===== src/rtl/cam_ctrl_pkg.sv =====
// Shared types for the CAM write-side controller.
// Latency: n/a (types and constants only).
// Backpressure: n/a.
package cam_ctrl_pkg;

    typedef enum logic [1:0] {
        CAM_OP_FILL       = 2'd0,
        CAM_OP_INVALIDATE = 2'd1,
        CAM_OP_FLUSH      = 2'd2
    } cam_op_t;

    // Controller state encoding kept as plain constants so older blocks
    // that compare raw state bits keep working.
    typedef logic [1:0] cam_ctrl_state_t;

    localparam cam_ctrl_state_t ST_IDLE  = 2'd0;
    localparam cam_ctrl_state_t ST_PROBE = 2'd1;
    localparam cam_ctrl_state_t ST_WRITE = 2'd2;
    localparam cam_ctrl_state_t ST_FLUSH = 2'd3;

endpackage


===== src/rtl/cam_free_slot_finder.sv =====
// Lowest-clear-bit priority encoder over the slot valid mirror.
// Latency: purely combinational.
// Backpressure: none; any_free=0 tells the caller to fall back to eviction.
module cam_free_slot_finder #(
    parameter int NUM_ENTRIES = 4,
    parameter int INDEX_WIDTH = $clog2(NUM_ENTRIES)
) (
    input  logic [NUM_ENTRIES-1:0] slot_valid,
    output logic [INDEX_WIDTH-1:0] free_index,
    output logic                   any_free
);

    // Scan from the top down so the lowest clear bit wins last.
    always_comb begin
        any_free   = 1'b0;
        free_index = '0;
        for (int i = NUM_ENTRIES - 1; i >= 0; i--) begin
            if (!slot_valid[i]) begin
                any_free   = 1'b1;
                free_index = INDEX_WIDTH'(i);
            end
        end
    end

endmodule


===== src/rtl/cam_update_ctrl.sv =====
// Write-side CAM controller: fill with duplicate probe, invalidate, flush walk.
// Latency: accept at T -> update/response at T+2 -> ready at T+3; flush takes NUM_ENTRIES cycles.
// Backpressure: req_ready only in IDLE, so a single request is in flight at a time.
module cam_update_ctrl
    import cam_ctrl_pkg::*;
#(
    parameter int NUM_ENTRIES = 4,
    parameter int KEY_WIDTH   = 32,
    parameter int INDEX_WIDTH = $clog2(NUM_ENTRIES)
) (
    input  logic                   clk,
    input  logic                   reset,
    input  logic                   req_valid,
    output logic                   req_ready,
    input  logic [1:0]             req_op,
    input  logic [KEY_WIDTH-1:0]   req_key,
    output logic [KEY_WIDTH-1:0]   cam_lookup_key,
    input  logic                   cam_lookup_hit,
    input  logic [INDEX_WIDTH-1:0] cam_lookup_index,
    output logic                   update_en,
    output logic [KEY_WIDTH-1:0]   update_key,
    output logic [INDEX_WIDTH-1:0] update_index,
    output logic                   update_valid,
    output logic                   resp_valid,
    output logic                   resp_hit,
    output logic [INDEX_WIDTH-1:0] resp_index
);

    localparam logic [INDEX_WIDTH-1:0] LAST_IDX = INDEX_WIDTH'(NUM_ENTRIES - 1);

    cam_ctrl_state_t          state;
    cam_op_t                  op_q;
    logic [KEY_WIDTH-1:0]     key_q;
    logic                     hit_q;
    logic [INDEX_WIDTH-1:0]   hit_idx_q;
    logic [INDEX_WIDTH-1:0]   walk_cnt;
    logic [INDEX_WIDTH-1:0]   rr_ptr;
    logic [NUM_ENTRIES-1:0]   slot_valid;

    logic [INDEX_WIDTH-1:0]   free_index;
    logic                     any_free;
    logic [INDEX_WIDTH-1:0]   victim;
    logic [INDEX_WIDTH-1:0]   rr_next;
    logic [INDEX_WIDTH-1:0]   walk_next;

    cam_free_slot_finder #(
        .NUM_ENTRIES (NUM_ENTRIES),
        .INDEX_WIDTH (INDEX_WIDTH)
    ) u_free_slot_finder (
        .slot_valid (slot_valid),
        .free_index (free_index),
        .any_free   (any_free)
    );

    assign req_ready      = (state == ST_IDLE);
    assign cam_lookup_key = key_q;
    assign victim         = any_free ? free_index : rr_ptr;
    assign rr_next        = (rr_ptr == LAST_IDX) ? '0 : rr_ptr + 1'b1;
    assign walk_next      = walk_cnt + 1'b1;

    // Request sequencing; the WRITE-cycle outputs are registered at the end
    // of PROBE from the live lookup result so they are visible during WRITE.
    always_ff @(posedge clk or posedge reset) begin
        if (reset) begin
            state        <= ST_IDLE;
            op_q         <= CAM_OP_FILL;
            key_q        <= '0;
            hit_q        <= 1'b0;
            hit_idx_q    <= '0;
            walk_cnt     <= '0;
            rr_ptr       <= '0;
            update_en    <= 1'b0;
            update_key   <= '0;
            update_index <= '0;
            update_valid <= 1'b0;
            resp_valid   <= 1'b0;
            resp_hit     <= 1'b0;
            resp_index   <= '0;
        end else begin
            update_en  <= 1'b0;
            resp_valid <= 1'b0;
            case (state)
                ST_IDLE: begin
                    if (req_valid) begin
                        op_q  <= cam_op_t'(req_op);
                        key_q <= req_key;
                        if (req_op == CAM_OP_FLUSH) begin
                            // First walk slot goes out right away.
                            state        <= ST_FLUSH;
                            walk_cnt     <= '0;
                            update_en    <= 1'b1;
                            update_valid <= 1'b0;
                            update_key   <= '0;
                            update_index <= '0;
                        end else begin
                            state <= ST_PROBE;
                        end
                    end
                end
                ST_PROBE: begin
                    hit_q      <= cam_lookup_hit;
                    hit_idx_q  <= cam_lookup_index;
                    state      <= ST_WRITE;
                    resp_valid <= 1'b1;
                    resp_hit   <= 1'b0;
                    resp_index <= '0;
                    if (op_q == CAM_OP_FILL) begin
                        if (cam_lookup_hit) begin
                            resp_hit   <= 1'b1;
                            resp_index <= cam_lookup_index;
                        end else begin
                            update_en    <= 1'b1;
                            update_valid <= 1'b1;
                            update_key   <= key_q;
                            update_index <= victim;
                            resp_index   <= victim;
                            if (!any_free) begin
                                rr_ptr <= rr_next;
                            end
                        end
                    end else if (op_q == CAM_OP_INVALIDATE) begin
                        if (cam_lookup_hit) begin
                            update_en    <= 1'b1;
                            update_valid <= 1'b0;
                            update_key   <= key_q;
                            update_index <= cam_lookup_index;
                            resp_hit     <= 1'b1;
                            resp_index   <= cam_lookup_index;
                        end
                    end
                end
                ST_WRITE: begin
                    state <= ST_IDLE;
                end
                ST_FLUSH: begin
                    if (walk_cnt == LAST_IDX) begin
                        state  <= ST_IDLE;
                        rr_ptr <= '0;
                    end else begin
                        walk_cnt     <= walk_next;
                        update_en    <= 1'b1;
                        update_valid <= 1'b0;
                        update_key   <= '0;
                        update_index <= walk_next;
                        if (walk_next == LAST_IDX) begin
                            resp_valid <= 1'b1;
                            resp_hit   <= 1'b0;
                            resp_index <= LAST_IDX;
                        end
                    end
                end
                default: begin
                    state <= ST_IDLE;
                end
            endcase
        end
    end

    // Local copy of the CAM valid bits, tracking every write strobe.
    always_ff @(posedge clk or posedge reset) begin
        if (reset) begin
            slot_valid <= '0;
        end else if (update_en) begin
            slot_valid[update_index] <= update_valid;
        end
    end

`ifndef SYNTHESIS
    // A key the probe found must never be installed a second time.
    assert property (@(posedge clk) disable iff (reset)
        (state == ST_WRITE && update_en && update_valid) |-> !hit_q);
    // A hit response always names the slot the probe reported.
    assert property (@(posedge clk) disable iff (reset)
        (state == ST_WRITE && resp_hit) |-> (resp_index == hit_idx_q));
`endif

endmodule


===== config.mk =====
export PLATFORM = sky130hd
export DESIGN_NAME = cam_update_ctrl
export DESIGN_NICKNAME = d
export VERILOG_FILES = /design/src/rtl/cam_ctrl_pkg.sv /design/src/rtl/cam_free_slot_finder.sv /design/src/rtl/cam_update_ctrl.sv
export SDC_FILE = /design/constraint.sdc
export NUM_CORES = 1
export LEC_CHECK = 0
export CAP_MARGIN = 20
export CORE_MARGIN = 2
export CORE_UTILIZATION = 31
export CTS_CLUSTER_DIAMETER = 150
export DETAILED_ROUTE_END_ITERATION = 8
export HOLD_SLACK_MARGIN = 0.08
export PLACE_DENSITY_LB_ADDON = 0.25
export SLEW_MARGIN = 20
export SYNTH_ARGS = -nofsm -noshare
export SYNTH_HDL_FRONTEND = slang
export SYNTH_HIERARCHICAL = 1
export SYNTH_SLANG_ARGS = --single-unit

===== constraint.sdc =====
create_clock -name clk -period 2.65 [get_ports clk]
set_clock_uncertainty 0.2 [all_clocks]
set_input_delay 0.265 -clock clk [delete_from_list [all_inputs] [get_ports clk]]
set_output_delay 0.265 -clock clk [all_outputs]
set_load 0.02 [all_outputs]

==> results of run 1 <==
registers in the layout, summed over array words and instances (netlist names):
| signal | cells |
|---|---|
| update_index | 2 |
| resp_hit | 1 |
| rr_ptr | 2 |
| state | 2 |
| op_q | 2 |
| resp_index | 2 |
| update_key | 32 |
| slot_valid | 4 |
| resp_valid | 1 |
| cam_lookup_key | 32 |
| walk_cnt | 2 |
| update_valid | 1 |
| update_en | 1 |
worst max-delay path: stages, from the launching register on:
cell and delay (ps):
dfrtp_1 560, nand2b_1 410, nor3_4 220, buf_4 380
nor2b_1 110, o2bb2ai_1 170
power groups by stage:
stage / registers [mW] / logic, mW / clock network (mW)
floorplan: 2.99 / 1.13 / 0
global placement: 2.44 / 3.15 / 0
detailed placement: 2.45 / 3.19 / 0
CTS: 2.43 / 3.20 / 0.966
global route: 2.53 / 3.37 / 1.02
finish: 2.42 / 3.15 / 0.929
cells in the mapped netlist (all sizes together) (2+ instances only):
master,instances
inv,6
nor3,2
a21boi,3
nand3,3
a22o,32
nor2,8
ha,4
a22oi,2
dfrtp,84
nand3b,4
o21ai,8
o22ai,2
nand2,6
o2bb2ai,4
buf,12
o22a,2
mux2i,4
nand2b,5
mux2,38
final cells by class:
cell class | count | area (um^2)
fill | 997 | 5884
sequential | 84 | 2102
clock buffer | 12 | 155.1
timing repair buffer | 118 | 1191
multi-input combinational | 138 | 1214
clock inverter | 4 | 47.55
tap | 140 | 175.2
inverter | 6 | 23.77
cell families after synthesis:
kind of cell / share of synthesized area [%]
buffers and inverters: 3.082
AND/OR/NAND/NOR: 6.239
AO/OA/AOI/OAI: 13.36
adder cells (fa/ha/maj): 1.468
XOR/XNOR: 0.4772
flip-flops: 61.65
multiplexers: 13.72
per-layer routing:
| layer | routed length, um | vias up |
|---|---|---|
| li1 | - | 1117 |
| met1 | 3510 | 1169 |
| met2 | 3604 | 70 |
| met3 | 602 | 6 |
| met4 | 56 | 0 |
| met5 | 0 | - |
final timing paths:
path                                             from                          end  slack [ps]
setup / recovery                 state[1]$_DFFE_PP0P_  update_index[1]$_DFFE_PP0P_         510
hold / removal                                  reset   update_key[24]$_DFFE_PP0P_         100
setup reg to reg                 state[1]$_DFFE_PP0P_  update_index[1]$_DFFE_PP0P_         510
hold reg to reg            update_key[25]$_DFFE_PP0P_   update_key[25]$_DFFE_PP0P_         300
max in group asynchronous                       reset   update_key[16]$_DFFE_PP0P_        1460
min in group clk           update_key[25]$_DFFE_PP0P_   update_key[25]$_DFFE_PP0P_         300
==> impl_metrics.json, run 1 <==
{
  "switchingPower_mw": 2.457,
  "die_area_um2": 11850,
  "syn_area_um2": 3410,
  "maxCapViolCount": 0,
  "slew_headroom_pct": 57.27,
  "fin_setup_tns_ps": 0,
  "met3_usage_pct": 5.678,
  "layout_commonest_cell": "clkdlybuf4s50_1",
  "setup_ws_ps": 507.7,
  "synth_top_area_share_pct": 61.65,
  "async_flop_share_pct": 100.0,
  "ioPinCount": 113,
  "cts_setup_buffers": 0,
  "drtIter0Drc": 70,
  "htree_num_levels": 3,
  "grt_pass1_wl_mm": 12.52,
  "power_density_nw_per_um2": 1325,
  "cts_buffer_depth": 2,
  "synth.yosys.seq_area_share_pct": 61.65,
  "fmax_mhz": 466.8,
  "critPathCaptureType": "flop",
  "cts_root_buf": "clkbuf_8",
  "tightest_slew_ps": 640.2,
  "met2_usage_pct": 20.59,
  "slew_viol_final": 0,
  "die_h_um": 108.9,
  "grt_util_all_layers_pct": 13.62,
  "status": "finished, final reports clean",
  "required_ps": 2710,
  "post-route-drc-count": 0,
  "hp-class": "primary input to async pin",
  "ir_drop_uv": 578.5,
  "rsz0062_at_grt": "false",
  "yosys.area.top_type": "dfrtp_1",
  "grt_most_used_layer": "met2",
  "hold_buffers": 0,
  "p_total_mw": 6.506,
  "crit_type": "flop to flop",
  "setup-violations-final": 0,
  "p_int_mw": 4.049,
  "fin_area_um2": 4908,
  "r2r_cells": 5,
  "period_share_pct": 80.84,
  "syn_avg_cell_area_um2": 14.15,
  "start_util_pct": 31.59,
  "p_leak_nw": 2.073,
  "clockPowerShare_pct": 14.3,
  "final_util_pct": 45.48,
  "vias": 2362,
  "pre_cts_ws_ps": 495.2,
  "clk_latency_ps": 340,
  "portBuffers": 112,
  "instances_no_fill": 502,
  "syn-num-nets": 285,
  "synthDistinctLibCells": 35,
  "drive_above_1_share_pct": 18.23,
  "overflow": 0,
  "use_met1_pct": 18.33,
  "ys_warn_count": 6,
  "post_drt_wl_per_cell_um": 15.48,
  "cts_tree": "done",
  "core_um2": 10790,
  "hold_ws_ps": 103.0,
  "clock_sinks": 84,
  "grt_pass1_vias": 2436,
  "p_sw_share_pct": 37.77,
  "pwr-share-comb_pct": 48.5,
  "crit_arrival_ps": 2200,
  "post_cts_resized": 0,
  "cts_inserted_buffers": 9,
  "fp-row-count": 38,
  "ys_seq_elements": 84,
  "yosys-top-cells-area": "dfrtp_1 62%, mux2_2 13%, a22o_1 8.2%, ha_1 1.5%, buf_2 1.3%",
  "start_kind": "flop",
  "dieWidth_um": 108.9,
  "placed_cells": 486,
  "period_needed_ps": 2142,
  "area_growth_pct": 43.96,
  "via_per_inst": 4.705,
  "dp_hpwl_mm": 5.400,
  "critPathMaxFanout": 33,
  "netlist_instances": 241,
  "hold_violations": 0,
  "power_frac_seq_pct": 37.3,
  "final_cell_mix": "112 x clkdlybuf4s50_1, 84 x dfrtp_1, 38 x mux2_2",
  "antenna_found_initial": 0,
  "final_nets": 401,
  "ys.flop_type": "dfrtp_1",
  "dr.pass1.iters": 4,
  "grt_max_degree": 49,
  "diodes": 0,
  "placed_cell_area_um2": 4706,
  "drtAntennaViolNets": 0,
  "gp_congestion": 0.7604,
  "synth_edf_count": 0,
  "clk_pin_slew_worst_paths_ps": 80,
  "drt_wl_total_mm": 7.773
}
No activity file was read; power rests on OpenSTA's default activity.
==> inputs of run 2 (changes only) <==
clock period = 1.7 ns   (was 2.65 ns; I/O delays follow)
==> run 2 against run 1 <==
  * The flow now finishes with violations (setup timing)
  * Cell area rose by 4.1%
  * Worst hold slack better by 130 ps
  * Cell count increased by 4.2%
  * Critical path type unchanged
  * Critical endpoint unchanged
  * Largest cell class unchanged
  * Highest routed layer unchanged
==> impl_metrics.json, run 2 (synthesis results as in run 1) <==
{
  "dp_hpwl_mm": 5.737,
  "htree_num_levels": 3,
  "post_drt_wl_per_cell_um": 15.40,
  "slew_headroom_pct": 70.50,
  "dieWidth_um": 108.9,
  "start_util_pct": 31.59,
  "crit_type": "flop to flop",
  "layout_commonest_cell": "dfrtp_1",
  "clk_pin_slew_worst_paths_ps": 90,
  "cts_root_buf": "clkbuf_8",
  "cts_tree": "done",
  "violations": "setup timing",
  "ff2ff_setup_slack_ps": -10,
  "antenna_found_initial": 0,
  "diodes": 0,
  "drive_above_1_share_pct": 25.07,
  "final_nets": 422,
  "rsz0062_at_grt": "true",
  "ir_drop_uv": 868.4,
  "hold_ws_ps": 230.5,
  "r2r_cells": 6,
  "critPathMaxFanout": 4,
  "gp_congestion": 0.7366,
  "status": "finished, violations left",
  "grt_max_degree": 28,
  "grt_util_all_layers_pct": 14.53,
  "hp-class": "primary input to flop",
  "hp-start": "req_key[10]",
  "drt_wl_total_mm": 8.056,
  "drtAntennaViolNets": 0,
  "start_kind": "flop",
  "nFillCells": 1008,
  "fmax_mhz": 583.3,
  "drtIter0Drc": 95,
  "critPathLaunch": "slot_valid[3]$_DFFE_PP0P_",
  "fp-row-count": 38,
  "clock_sinks": 84,
  "setup_ws_ps": -14.46,
  "grt_pass1_wl_mm": 13.25,
  "fin_setup_tns_ps": -37.48,
  "clk_latency_ps": 350,
  "hold_violations": 0,
  "via_per_inst": 4.725,
  "reg2reg_to": "update_index[1]$_DFFE_PP0P_",
  "portBuffers": 112,
  "ioPinCount": 113,
  "pre_cts_ws_ps": -214.2,
  "cts_inserted_buffers": 9,
  "slew_viol_final": 0,
  "p_total_mw": 9.954,
  "grt_pass1_vias": 2589,
  "area_growth_pct": 49.80,
  "final_cell_mix": "83 x dfrtp_1, 71 x dlygate4sd2_1, 39 x clkdlybuf4s50_1",
  "p_leak_nw": 2.430,
  "period_needed_ps": 1714,
  "post-route-drc-count": 0,
  "power_density_nw_per_um2": 1949,
  "period_share_pct": 100.9,
  "whs_path_depth": 2,
  "tightest_slew_ps": 441.6,
  "placed_cells": 502,
  "overflow": 0,
  "die_h_um": 108.9,
  "core_um2": 10790,
  "setup-violations-final": 3,
  "crit_arrival_ps": 1760,
  "maxCapViolCount": 0,
  "instances_no_fill": 523,
  "r2r_start": "slot_valid[3]$_DFFE_PP0P_",
  "critPathCaptureType": "flop",
  "die_area_um2": 11850,
  "dr.pass1.iters": 4,
  "cts_buffer_depth": 2,
  "required_ps": 1740,
  "vias": 2471,
  "min_to": "cam_lookup_key[10]$_DFFE_PP0P_"
}
run 2: cell count changes in the layout (fill, tap and decap cells not counted), moves of 2 or more:
cell             previous run  this run
clkdlybuf4s50_1           112        39
dlygate4sd2_1               0        71
buf_4                       4        18
buf_12                      2         7
mux2_2                     38        35
mux2_4                      0         3
a22oi_1                     2         0
a22oi_2                     0         2
clkinv_2                    3         1
clkinv_4                    0         2
run 2: layer usage:
layer / vias up / global-route usage (%) / share of wire, %
met1: 1221 / 19.00 / 43
met3: 10 / 5.380 / 6.6
met2: 81 / 22.89 / 49
met5: - / 0 / 0
met4: 0 / 3.571 / 1.1
li1: 1159 / - / -
run 2: worst max-delay path, stage by stage, from the launching register on:
cell and delay (ps):
dfrtp_1 410, nand4_1 160, buf_4 130, mux2_2 340, mux2i_1 150, mux2_4 170
o2bb2ai_2 50
run 2: power breakdown:
| part | switching, mW | leakage, nW | internal [mW] |
|---|---|---|---|
| sequential | 0.741 | 1.06 | 2.97 |
| clock | 0.724 | 0.106 | 0.762 |
| combinational | 2.48 | 1.27 | 2.28 |
run 2: cell type report:
class                   count  area, um^2  share of cell area (%)
flip-flops and latches     84        2103                   41.18
repair buffers            139        1330                   26.04
multi-input cells         138        1261                   24.69
well taps                 140       175.2                   3.430
clock buffers              11       151.4                   2.964
clock inverters             5       60.06                   1.176
inverters                   6       26.28                  0.5145
run 2: worst max path at each step:
stage | to | slack [ps] | cells after the start
after global placement | update_key[15]$_DFFE_PP0P_ | -200 | 6
after floorplan | cam_lookup_key[10]$_DFFE_PP0P_ | 10 | 4
after CTS | update_index[1]$_DFFE_PP0P_ | -20 | 6
after detailed placement | update_key[8]$_DFFE_PP0P_ | -210 | 6
after global routing | update_index[0]$_DFFE_PP0P_ | -100 | 5
final | update_index[1]$_DFFE_PP0P_ | -10 | 6
run 2: what timing repair did:
action / 4_1_cts / 5_1_grt
hold buffers: 1 / 0
hold endpoints to repair: 13 / 0
pin swaps: 3 / 6
gates resized for setup: 78 / 15
setup endpoints to repair: 117 / 73
setup buffers: 2 / 2
run 2: through the flow:
stage               area [um^2]  util [%]
floorplan                  3413         -
global placement           4878     45.20
detailed placement         4878     45.20
CTS                        5044     46.73
global route               5107     47.32
finish                     5107     47.32
